<file path="src/rtl/alarm_register_file.sv">
// Alarm register file: per-slot time word, armed flag and latched hit flag with Ack servicing.
// Optional snooze counters are built when ALARM_SNOOZE_EN is defined.
module alarm_register_file #(
    parameter int unsigned NUM_SLOTS    = 7,
    parameter int unsigned DATA_W       = 13,
    parameter int unsigned SEL_W        = 3,
    parameter int unsigned SNOOZE_TICKS = 5
) (
    input  logic                        Clock,
    input  logic                        Clear,
    input  logic                        Enable,
    input  logic [1:0]                  Op,
    input  logic [SEL_W-1:0]            STO,
    input  logic [DATA_W-1:0]           D,
    input  logic [DATA_W-1:0]           Time,
    input  logic                        Tick,
    input  logic                        Ack,
    input  logic                        Snooze,
    output logic [NUM_SLOTS*DATA_W-1:0] Q,
    output logic [NUM_SLOTS-1:0]        Armed,
    output logic [NUM_SLOTS-1:0]        Pending,
    output logic                        Ring,
    output logic [SEL_W-1:0]            Ring_slot
);

    typedef enum logic [1:0] {OpWrite, OpDisarm, OpArm, OpClear} op_e;

    op_e                  op;
    logic [DATA_W-1:0]    q_q [NUM_SLOTS];
    logic [DATA_W-1:0]    q_d [NUM_SLOTS];
    logic [NUM_SLOTS-1:0] armed_q, armed_d;
    logic [NUM_SLOTS-1:0] pend_q, pend_d;
    logic [NUM_SLOTS-1:0] cmd_sel, hit, svc_sel, wake, kill;
    logic                 svc_clr;

    assign op = op_e'(Op);

    // Lowest pending index wins; assigning from the top down leaves the lowest last.
    always_comb begin
        Ring      = |pend_q;
        Ring_slot = '0;
        for (int i = NUM_SLOTS - 1; i >= 0; i--) begin
            if (pend_q[i]) Ring_slot = SEL_W'(i);
        end
    end

    // Out-of-range STO never matches any slot index, so such commands are dropped.
    always_comb begin
        for (int i = 0; i < NUM_SLOTS; i++) begin
            cmd_sel[i] = Enable && (STO == SEL_W'(i));
            hit[i]     = Tick && armed_q[i] && (q_q[i] == Time);
            svc_sel[i] = Ring && (Ring_slot == SEL_W'(i));
            kill[i]    = cmd_sel[i] && ((op == OpDisarm) || (op == OpClear));
        end
    end

`ifdef ALARM_SNOOZE_EN
    localparam int unsigned CntW = (SNOOZE_TICKS < 1) ? 1 : $clog2(SNOOZE_TICKS + 1);

    logic [CntW-1:0] cnt_q [NUM_SLOTS];
    logic [CntW-1:0] cnt_d [NUM_SLOTS];

    assign svc_clr = Ack || Snooze;

    always_comb begin
        for (int i = 0; i < NUM_SLOTS; i++) begin
            cnt_d[i] = cnt_q[i];
            wake[i]  = Tick && (cnt_q[i] == CntW'(1));
            if (Tick && (cnt_q[i] != '0)) cnt_d[i] = cnt_q[i] - CntW'(1);
            if (Snooze && svc_sel[i]) cnt_d[i] = CntW'(SNOOZE_TICKS);
            if (kill[i]) cnt_d[i] = '0;
        end
    end

    always_ff @(posedge Clock) begin
        for (int i = 0; i < NUM_SLOTS; i++) begin
            if (Clear) cnt_q[i] <= '0;
            else       cnt_q[i] <= cnt_d[i];
        end
    end
`else
    logic unused_snooze;

    assign unused_snooze = Snooze;
    assign svc_clr       = Ack;
    assign wake          = '0;
`endif

    // Per-slot priority: command disarm/clear > Tick set > Ack/Snooze clear.
    always_comb begin
        for (int i = 0; i < NUM_SLOTS; i++) begin
            q_d[i]     = q_q[i];
            armed_d[i] = armed_q[i];
            pend_d[i]  = pend_q[i];
            if (svc_sel[i] && svc_clr) pend_d[i] = 1'b0;
            if (hit[i] || wake[i]) pend_d[i] = 1'b1;
            if (cmd_sel[i]) begin
                unique case (op)
                    OpWrite: begin
                        q_d[i]     = D;
                        armed_d[i] = 1'b1;
                    end
                    OpDisarm: begin
                        armed_d[i] = 1'b0;
                        pend_d[i]  = 1'b0;
                    end
                    OpArm: armed_d[i] = 1'b1;
                    OpClear: begin
                        q_d[i]     = '0;
                        armed_d[i] = 1'b0;
                        pend_d[i]  = 1'b0;
                    end
                endcase
            end
        end
    end

    always_ff @(posedge Clock) begin
        if (Clear) begin
            armed_q <= '0;
            pend_q  <= '0;
            for (int i = 0; i < NUM_SLOTS; i++) q_q[i] <= '0;
        end else begin
            armed_q <= armed_d;
            pend_q  <= pend_d;
            for (int i = 0; i < NUM_SLOTS; i++) q_q[i] <= q_d[i];
        end
    end

    for (genvar g = 0; g < NUM_SLOTS; g++) begin : g_q_out
        assign Q[g*DATA_W +: DATA_W] = q_q[g];
    end

    assign Armed   = armed_q;
    assign Pending = pend_q;

endmodule
</file>
<file path="config.mk">
export PLATFORM = sky130hd
export DESIGN_NAME = alarm_register_file
export DESIGN_NICKNAME = d
export VERILOG_FILES = /design/src/rtl/alarm_register_file.sv
export SDC_FILE = /design/constraint.sdc
export NUM_CORES = 1
export LEC_CHECK = 0
export CAP_MARGIN = 20
export CORE_MARGIN = 1.5
export CORE_UTILIZATION = 52
export CTS_CLUSTER_DIAMETER = 80
export DETAILED_ROUTE_END_ITERATION = 7
export PLACE_DENSITY = 0.83
export SYNTH_ARGS = -nofsm -noshare
export SYNTH_HDL_FRONTEND = slang
export SYNTH_SLANG_ARGS = --single-unit
</file>
<file path="constraint.sdc">
create_clock -name Clock -period 3.8 [get_ports Clock]
set_input_delay 0.38 -clock Clock [delete_from_list [all_inputs] [get_ports Clock]]
set_output_delay 0.38 -clock Clock [all_outputs]
set_load 0.005 [all_outputs]
</file>
# Word level (Yosys, flattened, before mapping)
# Memory sizes are Yosys's and may differ from the RTL's.
# Index checks and enable logic that the tools add are counted.
[totals] ff_bits=14 ram_bits=91 inputBits=37 elab_cells=139 mem_count=1
[classes] eq_ne=22 mux=60 bitwise_logic=7 reduce_logical=41
[memory_table] memory="q_q" words=7 word_bits=13 rd=7 rd_clocked_by_memory_dff=0 wr=7 line="29" rtl="logic [DATA_W-1:0] q_q [NUM_SLOTS];"
[op_table] cell="$mux 13" n=14
[op_table] cell="$pmux 13 s2" n=7
[op_table] cell="$eq 13x13->1" n=7
[op_table] cell="$logic_and 1x1->1" n=35
[op_table] cell="$mux 1" n=31
[op_table] cell="$mux 3" n=7
[op_table] cell="$eq 3x3->1 const B" n=6
[op_table] cell="$eq 3x2->1 const B" n=4
[op_table] cell="$or 1x1->1" n=7
[op_table] cell="$reduce_or 7->1" n=1
[op_table] cell="$eq 3x1->1 const B" n=2
[op_table] cell="$logic_not 3->1" n=2
[op_table] cell="$eq 2x2->1 const B" n=2
[op_table] cell="$reduce_or 2->1" n=2
[op_table] cell="$eq 2x1->1 const B" n=1
[op_table] cell="$logic_not 2->1" n=1
[op_table] cell="$pmux 1 s2" n=1

# Logic depth before layout (Yosys ltp)
[depth] word_depth=14 depth_mapped=8 depth_no_buf=5

# Worst setup path after synthesis
# No wires, ideal clock.
[synth_timing] kind="input-to-reg" from="in Op[1]" to="mem q_q[0][10]" setup_ns=0.132 arrival_ns=1.529 slack_ns=2.139 path_stages=8 path_buffers=3 path_cell_list="inv_1 > ha_1 > clkbuf_1 > buf_2 > nand2_1 > clkbuf_1 > nand2_1 > a21oi_1"
[synth_lines] item="from (decl)" line="12" rtl="input logic [1:0] Op,"
[synth_lines] item="to (decl)" line="29"

==> metrics.txt <==
kind of start point of the critical path=input port; Sinks on Clock Net=105; antenna violations before repair=0; number of warnings printed during yosys synthesis=0; achievable clock frequency=441 MHz; Final Total Pwr=2130 µW; syn_area_per_cell=8.49 µm²; IO Port Bufs=144; total number of vias=5085; count of endpoints failing setup in the final report=0; antenna cell count=0; final antenna-violating net count=0; leakage=0.00230 µW; global-route total usage across every layer=31.3%; crit path capture=q_q[6][12]$_SDFFE_PP0P_; final worst setup slack=1.53 ns; worst slack at placement=1.15 ns; sum of net half-perimeters after detailed placement=11.9 mm; required time of the worst setup path=4.05 ns; maximum vdd ir drop=0.189 mV; cells on worst reg2reg path=4; Worst Path Arrival=2.52 ns; Pwr Density=311 nW/µm²; insertion delay to the later sink of the worst-skew pair=0.38 ns; full die area=10800 µm²; WL per Instance=20.0 µm; maximum clock skew at final layout=0.00577 ns; slew at the pin closest to its max-slew limit=1.08 ns; final hold vios=0; final number of max-transition violations=0; DIE HEIGHT=104 µm; RePlAce Congestion=0.902; Final min period=2.27 ns; dominant cell type by count on the critical path=nand2_1; crit path cell chain=clkdlybuf4s50_1, inv_1, ha_1, nand2_1, nand2_1, a21oi_1; peak per-stage delay on the critical path=0.79 ns; share of post-route cells with drive strength above 1=6.43%; total stage count of the critical path=6; DRC violations left=0; Worst R2R Setup Slack=2.09 ns; endpoint of the worst-slack reg-to-reg timing path=Pending[4]$_SDFF_PP0_; number of DRC markers in iteration 0=456; effective utilization at floorplan=53.8%; setup repair after global routing missed its margin=no; unique cell type count in the Yosys netlist=33; reg-to-reg startpoint=q_q[4][0]$_SDFFE_PP0P_; pin count of the biggest net entering global routing=64; area overhead of the layout relative to synthesis=29.6%; hold path start=Clear; area of the core region=9820 µm²; hold buffer count at cts=0; Bufs on Longest Clock Path=2; share of synthesized registers carrying an async set or reset=0%; Setup crit end kind=flop; CTS root buffer=clkbuf_8; path category of the worst min-delay check=input port to flop; number of global-route vias before repair=4835; mean number of vias per cell=5.89; Mapped Cells=622; CTS tree=yes; Worst path slowest cell=ha_1; die boundary width=104 µm; mapped cell area=5280 µm²; total detailed-routing wirelength=17.2 mm; First-pass DRT Iterations=7; CTS HTree Levels=3; register area share after synthesis=39.8%; TNS Setup=0 ns; startpoint-to-endpoint class of the critical path=input port to flop; Slew HR=28.0%; number of top-level pins=146; Buf+Inv Stages, Crit Path=2; clock-pin slew reported for the worst setup and hold paths after clock tree synthesis=0.11 ns; worst-path maximum fanout=22; dominant register cell in the synthesized netlist=dfxtp_1; post-layout utilization of the core=69.7%; Final Cycle Share=59.7%; FP Rows=36; run status=completed; # Max-Cap Violations=0; cts repair resizes=0; first-pass GRT wire length=25.9 mm; count of flip-flops with a built-in enable after synthesis=0; worst setup path startpoint=Op[1]; Post CTS Setup Buffer Count=0; family with the most delay on the worst path=adder cells; NumNets Final=765; total global routing overflow=0; net count after synthesis=661; total CTS buffers=9; flops & latches, synth=105
==> metrics by stage <==
stage / instances / cell area (µm²) / hold slack [ns]
3_3_place_gp: 847 / 6630 / 0.473
4_1_cts: 863 / 6820 / 0.492
3_5_place_dp: 847 / 6630 / 0.474
2_1_floorplan: 622 / 5280 / 0.477
5_1_grt: 864 / 6840 / 0.432
6_report: 864 / 6840 / 0.418
==> area by class of cell <==
| type | count | area [µm²] |
|---|---|---|
| timing repair buffer | 156 | 1540 |
| tap | 133 | 166 |
| clock inverter | 6 | 55.1 |
| inverter | 3 | 11.3 |
| multi-input combinational | 451 | 2830 |
| fill | 776 | 2980 |
| sequential | 105 | 2100 |
| clock buffer | 10 | 138 |
==> worst min-delay path by stage <==
stage	to	slack (ns)	depth (start not counted)
CTS	q_q[6][9]$_SDFFE_PP0P_	0.49	2
finish	q_q[4][12]$_SDFFE_PP0P_	0.42	2
floorplan	q_q[0][0]$_SDFFE_PP0P_	0.48	2
detailed placement	q_q[6][9]$_SDFFE_PP0P_	0.47	2
global route	q_q[4][12]$_SDFFE_PP0P_	0.43	2
global placement	q_q[0][8]$_SDFFE_PP0P_	0.47	2
==> synthesized netlist by cell type (all sizes together), types with 4 or more instances <==
cell type / number / area, µm²
mux2i: 26 / 260
buf: 30 / 225
dfxtp: 105 / 2100
nor2: 37 / 139
a21oi: 69 / 345
nand3: 63 / 315
nor2b: 14 / 87.6
nand4: 21 / 156
a211oi: 4 / 30.0
o21ai: 4 / 20.0
or4: 6 / 45.0
clkbuf: 33 / 124
a221oi: 6 / 90.1
xnor2: 91 / 827
nand2: 93 / 352
==> metal layers <==
| metal | wire length [µm] | GRT usage, % | vias up |
|---|---|---|---|
| li1 | - | - | 2300 |
| met1 | 6460 | 39.3 | 2406 |
| met3 | 1820 | 5.98 | 69 |
| met5 | 0 | 0 | - |
| met4 | 909 | 18.0 | 0 |
| met2 | 8070 | 50.4 | 310 |
==> cells by family (layout without fill, tap and decap cells) <==
| kind of cell | count (synthesis) | after routing | synth area share (%) |
|---|---|---|---|
| and+or+nand+nor | 246 | 246 | 22.7 |
| AOI/OAI and AO/OA | 86 | 86 | 9.62 |
| buffers and inverters | 66 | 175 | 6.82 |
| adders and majority gates | 2 | 2 | 0.474 |
| muxes | 26 | 26 | 4.93 |
| DFF | 105 | 105 | 39.8 |
| xor gates and xnor gates | 91 | 91 | 15.7 |
==> registers in the layout, indices dropped and copies added, names as in the netlist <==
| name | count |
|---|---|
| Armed | 7 |
| Pending | 7 |
| q_q | 91 |
==> layout by cell type (no fill, tap or decap), types with 3 or more instances in the layout <==
cell type,Yosys,final
nand2_1,92,92
inv_1,3,3
and4b_1,3,3
nand4_1,17,17
a21oi_1,69,69
dfxtp_1,105,105
buf_4,2,11
clkdlybuf4s50_1,0,143
xnor2_1,87,87
nand3_1,63,63
mux2i_1,26,26
a211oi_1,4,4
clkbuf_8,0,10
nor2_1,37,37
xnor2_2,4,4
a221oi_2,6,6
inv_6,0,4
o21ai_0,4,4
or4_1,6,6
nand4_2,4,4
nor2b_1,14,14
==> worst register-to-register path: stages (launching register included) <==
cell and delay [ns]:
dfxtp_1 0.38, xnor2_1 0.26, nand4_2 0.12, or4_1 0.60
a221oi_2 0.28
==> where the power goes <==
group          internal [µW]  switching (µW)
clock network            272             420
logic                    128             180
registers               1110            14.4
(Power assumes the default switching activity.)
